--- config.mk ---
export PLATFORM = sky130hd
export DESIGN_NAME = qspi_flash_target
export DESIGN_NICKNAME = d
export VERILOG_FILES = /design/src/rtl/qspi_flash_target.sv
export SDC_FILE = /design/constraint.sdc
export NUM_CORES = 2
export LEC_CHECK = 0
export BUFFER_PORTS_ARGS = -buffer_cell sky130_fd_sc_hd__buf_2
export CAP_MARGIN = 20
export CORE_MARGIN = 5
export CORE_UTILIZATION = 50
export CTS_CLUSTER_DIAMETER = 40
export CTS_CLUSTER_SIZE = 10
export DETAILED_ROUTE_END_ITERATION = 8
export PLACE_DENSITY_LB_ADDON = 0.2
export REMOVE_ABC_BUFFERS = 1
export SLEW_MARGIN = 20
export SYNTH_ARGS = -nofsm -noshare
export SYNTH_HDL_FRONTEND = slang
export SYNTH_SLANG_ARGS = --single-unit
--- constraint.sdc ---
create_clock -name clk -period 27.7 [get_ports clk]
set_clock_uncertainty 0.2 [all_clocks]
set_input_delay 1.385 -clock clk [delete_from_list [all_inputs] [get_ports clk]]
set_output_delay 1.385 -clock clk [all_outputs]
set_load 0.02 [all_outputs]
--- src/rtl/qspi_flash_target.sv ---
// Mode-0 QSPI flash device: byte array, WEL status, read/program; sclk-edge to io response ~3 clk, no backpressure.
// QSPI_TGT_QUAD_EN adds 6B quad output read and 32 quad page program.
module qspi_flash_target #(
    parameter int DEPTH      = 256,
    parameter int AW         = 8,
    parameter int DUMMY_FAST = 8
) (
    input  logic       clk,
    input  logic       reset,
    input  logic       sclk,
    input  logic       cs_n,
    input  logic [3:0] io_in,
    output logic [3:0] io_out,
    output logic [3:0] io_oe,
    input  logic [1:0] cmd_lanes,
    output logic       wel,
    output logic       cmd_strobe,
    output logic [7:0] last_opcode
);
`ifdef QSPI_TGT_QUAD_EN
    localparam bit QUAD_EN = 1'b1;
`else
    localparam bit QUAD_EN = 1'b0;
`endif

    typedef enum logic [2:0] {
        S_IDLE, S_CMD, S_ADDR, S_DUMMY, S_RD_DATA, S_WR_DATA, S_STATUS, S_IGNORE
    } state_t;

    localparam logic [7:0]    SYNC_RST = 8'b0000_0010;
    localparam logic [7:0]    N_DUMMY  = 8'(DUMMY_FAST);
    localparam logic [AW-1:0] ADDR_ONE = {{(AW-1){1'b0}}, 1'b1};

    // {cmd_lanes, io_in, cs_n, sclk}; cs_n resets deasserted so no false frame start
    logic [7:0]    sync1_q, sync2_q;
    logic          sclk_p_q, cs_p_q;
    logic          sclk_s, cs_s;
    logic [3:0]    io_s;
    logic [1:0]    lanes_s;
    logic          sclk_rise, sclk_fall, cs_fall, cs_rise;

    state_t        state_q, state_d;
    logic [7:0]    cnt_q, cnt_d;
    logic [23:0]   sr_q, sr_d;
    logic [AW-1:0] addr_q, addr_d;
    logic          op_vld_q, op_vld_d;
    logic [3:0]    io_out_q, io_out_d;
    logic [3:0]    io_oe_q, io_oe_d;
    logic          wel_q, wel_d;
    logic          cmd_strobe_q, cmd_strobe_d;
    logic [7:0]    last_opcode_q, last_opcode_d;

    logic [7:0]    mem [DEPTH];
    logic [7:0]    rd_byte;
    logic [7:0]    status;
    logic          mem_we;
    logic [7:0]    mem_wdat;

    assign sclk_s    = sync2_q[0];
    assign cs_s      = sync2_q[1];
    assign io_s      = sync2_q[5:2];
    assign lanes_s   = sync2_q[7:6];
    assign sclk_rise = sclk_s & ~sclk_p_q;
    assign sclk_fall = ~sclk_s & sclk_p_q;
    assign cs_fall   = ~cs_s & cs_p_q;
    assign cs_rise   = cs_s & ~cs_p_q;
    assign rd_byte   = mem[addr_q];
    assign status    = {6'b0, wel_q, 1'b0};

    always_comb begin
        state_d       = state_q;
        cnt_d         = cnt_q;
        sr_d          = sr_q;
        addr_d        = addr_q;
        op_vld_d      = op_vld_q;
        io_out_d      = io_out_q;
        io_oe_d       = io_oe_q;
        wel_d         = wel_q;
        cmd_strobe_d  = 1'b0;
        last_opcode_d = last_opcode_q;
        mem_we        = 1'b0;
        mem_wdat      = 8'h00;

        // Frame start is applied first so a coincident sclk rise lands in CMD
        if (cs_fall) begin
            state_d  = S_CMD;
            cnt_d    = 8'd0;
            sr_d     = 24'd0;
            op_vld_d = 1'b0;
            io_oe_d  = 4'h0;
            io_out_d = 4'h0;
        end

        case (state_d)
            S_CMD: if (sclk_rise) begin
                case (lanes_s)
                    2'b00: begin
                        sr_d  = {sr_d[22:0], io_s[0]};
                        cnt_d = cnt_d + 8'd1;
                    end
                    2'b01: begin
                        sr_d  = {sr_d[21:0], io_s[1:0]};
                        cnt_d = cnt_d + 8'd2;
                    end
                    default: begin
                        sr_d  = {sr_d[19:0], io_s};
                        cnt_d = cnt_d + 8'd4;
                    end
                endcase
                if (cnt_d == 8'd8) begin
                    last_opcode_d = sr_d[7:0];
                    cmd_strobe_d  = 1'b1;
                    op_vld_d      = 1'b1;
                    case (sr_d[7:0])
                        8'h03, 8'h0B, 8'h02: state_d = S_ADDR;
                        8'h05:               state_d = S_STATUS;
                        8'h6B, 8'h32:        state_d = QUAD_EN ? S_ADDR : S_IGNORE;
                        default:             state_d = S_IGNORE;
                    endcase
                    cnt_d = 8'd0;
                    sr_d  = 24'd0;
                end
            end
            S_ADDR: if (sclk_rise) begin
                sr_d  = {sr_d[22:0], io_s[0]};
                cnt_d = cnt_d + 8'd1;
                if (cnt_d == 8'd24) begin
                    addr_d = sr_d[AW-1:0];
                    cnt_d  = 8'd0;
                    sr_d   = 24'd0;
                    if (last_opcode_q == 8'h03)
                        state_d = S_RD_DATA;
                    else if (last_opcode_q == 8'h0B || last_opcode_q == 8'h6B)
                        state_d = (N_DUMMY == 8'd0) ? S_RD_DATA : S_DUMMY;
                    else
                        state_d = S_WR_DATA;
                end
            end
            S_DUMMY: if (sclk_rise) begin
                cnt_d = cnt_d + 8'd1;
                if (cnt_d == N_DUMMY) begin
                    cnt_d   = 8'd0;
                    state_d = S_RD_DATA;
                end
            end
            S_RD_DATA: if (sclk_fall) begin
                if (QUAD_EN && last_opcode_q == 8'h6B) begin
                    io_oe_d  = 4'hF;
                    io_out_d = cnt_d[0] ? rd_byte[3:0] : rd_byte[7:4];
                    if (cnt_d[0]) begin
                        cnt_d  = 8'd0;
                        addr_d = addr_d + ADDR_ONE;
                    end else begin
                        cnt_d = cnt_d + 8'd1;
                    end
                end else begin
                    io_oe_d  = 4'b0010;
                    io_out_d = {2'b00, rd_byte[3'd7 - cnt_d[2:0]], 1'b0};
                    if (cnt_d == 8'd7) begin
                        cnt_d  = 8'd0;
                        addr_d = addr_d + ADDR_ONE;
                    end else begin
                        cnt_d = cnt_d + 8'd1;
                    end
                end
            end
            S_WR_DATA: if (sclk_rise) begin
                if (QUAD_EN && last_opcode_q == 8'h32) begin
                    sr_d  = {sr_d[19:0], io_s};
                    cnt_d = cnt_d + 8'd4;
                end else begin
                    sr_d  = {sr_d[22:0], io_s[0]};
                    cnt_d = cnt_d + 8'd1;
                end
                if (cnt_d == 8'd8) begin
                    // NOR program: bits can only be cleared
                    mem_we   = wel_q;
                    mem_wdat = rd_byte & sr_d[7:0];
                    addr_d   = addr_d + ADDR_ONE;
                    cnt_d    = 8'd0;
                    sr_d     = 24'd0;
                end
            end
            S_STATUS: if (sclk_fall) begin
                io_oe_d  = 4'b0010;
                io_out_d = {2'b00, status[3'd7 - cnt_d[2:0]], 1'b0};
                cnt_d    = {5'd0, cnt_d[2:0] + 3'd1};
            end
            default: ;
        endcase

        if (cs_rise) begin
            if (op_vld_d) begin
                case (last_opcode_d)
                    8'h06:               wel_d = 1'b1;
                    8'h04, 8'h02, 8'h32: wel_d = 1'b0;
                    default: ;
                endcase
            end
            state_d  = S_IDLE;
            cnt_d    = 8'd0;
            sr_d     = 24'd0;
            op_vld_d = 1'b0;
            io_oe_d  = 4'h0;
            io_out_d = 4'h0;
        end
    end

    always_ff @(posedge clk or posedge reset) begin
        if (reset) begin
            sync1_q       <= SYNC_RST;
            sync2_q       <= SYNC_RST;
            sclk_p_q      <= 1'b0;
            cs_p_q        <= 1'b1;
            state_q       <= S_IDLE;
            cnt_q         <= 8'd0;
            sr_q          <= 24'd0;
            addr_q        <= '0;
            op_vld_q      <= 1'b0;
            io_out_q      <= 4'h0;
            io_oe_q       <= 4'h0;
            wel_q         <= 1'b0;
            cmd_strobe_q  <= 1'b0;
            last_opcode_q <= 8'h00;
        end else begin
            sync1_q       <= {cmd_lanes, io_in, cs_n, sclk};
            sync2_q       <= sync1_q;
            sclk_p_q      <= sclk_s;
            cs_p_q        <= cs_s;
            state_q       <= state_d;
            cnt_q         <= cnt_d;
            sr_q          <= sr_d;
            addr_q        <= addr_d;
            op_vld_q      <= op_vld_d;
            io_out_q      <= io_out_d;
            io_oe_q       <= io_oe_d;
            wel_q         <= wel_d;
            cmd_strobe_q  <= cmd_strobe_d;
            last_opcode_q <= last_opcode_d;
        end
    end

    always_ff @(posedge clk) begin
        if (mem_we)
            mem[addr_q] <= mem_wdat;
    end

    assign io_out      = io_out_q;
    assign io_oe       = io_oe_q;
    assign wel         = wel_q;
    assign cmd_strobe  = cmd_strobe_q;
    assign last_opcode = last_opcode_q;

endmodule

==> reports/results.ini <==
[cts]
cts-resized-gates=0
clockRootBuffer=clkbuf_16
postCtsSetupBuffers=0
holdBufCountCts=0
path_clk_slew_ns=0.05
cts_tree=yes
clock_sinks=2111
cts_buffers=306
clk_latency_ns=0.93
clockBufferDepth=4
ctsHtreeMaxLevel=5

[flow_run]
cap_violations=0

[layout]
syn_to_final_growth_pct=13.9
nets=4500
drive_above_1_share=0.229
final_util=0.572

[grt]
gr-total-overflow=0
grt_pass1_wl_um=349000
grt_max_degree=201
grt.total_usage=0.284
grt_pass1_vias=44700
use_met2=0.420
antenna_found_initial=7
use_met3=0.0842
grt-busiest-layer=met2
grt_util_met1=0.389

[route]
vias=45600
vias_per_cell=6.66
wl_per_cell_um=36.3
drc=0
drt-total-wl_um=249000
drt-initial-drc-count=6616
drt_pass1_iterations=7
postRouteAntennaNets=0

[power]
p_leak_nw=34.5
vdd_drop_max_uv=39.0
netSwitchingFraction=0.198
clkPwrFrac=0.499
power_switching_mw=1.40
power_frac_seq=0.490
combPwrFrac=0.010
p_per_area_nw_per_um2=74.0
p_int_mw=5.67

[die]
start_util=0.502
fp.dieArea_um2=176000
core-area_um2=167000
dieHeight_um=420
rows=150
pin_count=28
die_w_um=420

[synthesis]
yosysWarnings=0
synth_area_per_cell_um2=19.4
synth.distinct_cells=84
synth_area_um2=83900
yosysSeqAreaShare=0.752
synth_edf_count=2048
synthFlopType=edfxtp_1
synth-seq-cells=2111
ys_async_sr_fraction=0.0298
syn_inst=4323

[critical_path]
critPathCaptureType=flip-flop
crit_fanout=108
crit_required_ns=28.05
startpoint_type=flip-flop
arrival_ns=7.61
crit_type=flip-flop to flip-flop

[placed_design]
port_buffers=27
gp_congestion=0.982
dp_hpwl_um=155000
dp_slack_ns=20.52

[sta]
setup_violations=0
min_period_ns=7.26
slew_headroom=0.189
rsz0062_at_grt=false
drv_slew=0
max_freq_mhz=138
setup_ws_ns=20.44
finalCritPeriodShare=0.262
worstMarginPinSlew_ns=1.21
hold_viol=0

[status]
status=finished clean

[min_path]
hold_class=flip-flop to flip-flop

==> per-stage QoR <==
step	area [um^2]	setup TNS, ns	cells	total power, mW	hold slack, ns
CTS	95600	0	6842	7.10	0.149
finish	95600	0	6846	7.07	0.150
detailed placement	86500	0	6379	3.60	0.136
global route	95600	0	6842	7.26	0.154
floorplan	82500	-6832.78	4047	3.57	0.131
global placement	86500	0	6379	3.60	0.134
==> kinds of logic after synthesis <==
| group | count (synthesis) | synth area share |
|---|---|---|
| flops | 2111 | 0.752 |
| fa+ha+maj | 7 | 0.00104 |
| compound gates | 476 | 0.0401 |
| buf+inv | 294 | 0.0179 |
| simple gates | 802 | 0.0448 |
| xor+xnor | 8 | 0.000835 |
| mux | 625 | 0.143 |
==> critical path: stages, from the launching register on <==
cell and delay (ns):
dfrtp_4 0.84, buf_4 0.63, buf_12 0.55, buf_4 0.79, mux2i_1 0.17, a22oi_1 0.56
a22oi_1 0.19, and4_1 0.22, a21oi_1 0.64, or4_1 0.27, o2111a_4 0.68, buf_4 0.87
==> cells in the mapped netlist, types with 7 or more instances <==
master / number / area, um^2
edfxtp_1: 2048 / 61500
mux4_2: 461 / 10400
nor2_1: 322 / 1210
nand2_1: 182 / 683
mux2i_1: 159 / 1590
a22oi_1: 130 / 976
clkbuf_1: 111 / 417
buf_2: 94 / 470
a21oi_1: 88 / 440
nand3_1: 88 / 440
dfrtp_1: 60 / 1500
o21ai_0: 48 / 240
nand4_1: 37 / 231
nor3_1: 30 / 150
buf_4: 26 / 195
o211ai_1: 23 / 173
buf_1: 22 / 82.6
a211oi_1: 20 / 150
a31oi_1: 20 / 125
buf_6: 19 / 214
nor2b_1: 19 / 119
a221oi_1: 18 / 158
and2_1: 18 / 113
a32oi_1: 16 / 140
inv_1: 16 / 60.1
o22ai_1: 16 / 100
a22o_1: 14 / 123
and3_1: 12 / 75.1
nor4_1: 11 / 68.8
or3_1: 10 / 62.6
nand2b_1: 9 / 56.3
and4_1: 8 / 70.1
o2111ai_1: 8 / 70.1
o31ai_1: 8 / 60.1
a32o_1: 7 / 70.1
ha_1: 7 / 87.6
nor4b_1: 7 / 61.3
o21a_1: 7 / 52.6
xnor2_1: 7 / 61.3
==> sequential cells by signal, indices dropped and copies added, names as in the netlist <==
signal	count
sclk_p_q	1
last_opcode	8
mem	2048
io_oe	4
addr_q	8
cs_p_q	1
sync1_q	8
wel	1
state_q	3
sr_q	7
op_vld_q	1
cnt_q	8
io_out	4
cmd_strobe	1
sync2_q	8
==> worst paths after layout <==
kind / from / endpoint / slack, ns / cells after the start
max in group asynchronous: reset / addr_q[0]$_DFFE_PP0P_ / 26.05 / 3
worst max register to register: addr_q[1]$_DFFE_PP0P_ / mem[87][5]$_DFFE_PP_ / 20.44 / 11
min in group asynchronous: reset / last_opcode[4]$_DFF_PP0_ / 0.26 / 2
worst min register to register: sync1_q[3]$_DFF_PP0_ / sync2_q[3]$_DFF_PP0_ / 0.15 / 0
worst min-delay path: sync1_q[3]$_DFF_PP0_ / sync2_q[3]$_DFF_PP0_ / 0.15 / 0
worst max-delay path: addr_q[1]$_DFFE_PP0P_ / mem[87][5]$_DFFE_PP_ / 20.44 / 11
==> placed cells by master (no fill, tap or decap), types with 88 or more instances in the layout <==
cell type  synthesis  final
nor2_1           322    319
a22oi_1          130    130
mux4_2           461    461
buf_4             26     89
a21oi_1           88     88
nand3_1           88     88
mux2i_1          159    159
clkbuf_16          0    315
nand2_1          182    173
edfxtp_1        2048   2048
==> layer usage <==
metal | vias up | part of all wire
li1 | 18200 | -
met1 | 23800 | 0.37
met2 | 2944 | 0.45
met3 | 655 | 0.12
met4 | 2 | 0.059
met5 | - | 0.00010
==> area by class of cell <==
cell class,instances,area [um^2]
Fill cell,12300,71400
Inverter,18,70.1
Antenna cell,4,10.0
Clock buffer,353,8040
Timing Repair Buffer,128,1010
Multi-Input combinational cell,1918,19600
Clock inverter,110,1050
Tap cell,2204,2760
Sequential cell,2111,63100
==> power groups by stage <==
stage | Sequential (mW) | Clock, mW | Combinational, mW
after detailed placement | 3.53 | 0 | 0.0686
after global routing | 3.47 | 3.72 | 0.0744
final | 3.47 | 3.53 | 0.0711
after floorplan | 3.53 | 0 | 0.0387
after CTS | 3.47 | 3.56 | 0.0688
after global placement | 3.53 | 0 | 0.0683
Note: power is estimated with default switching activity, not from simulation.
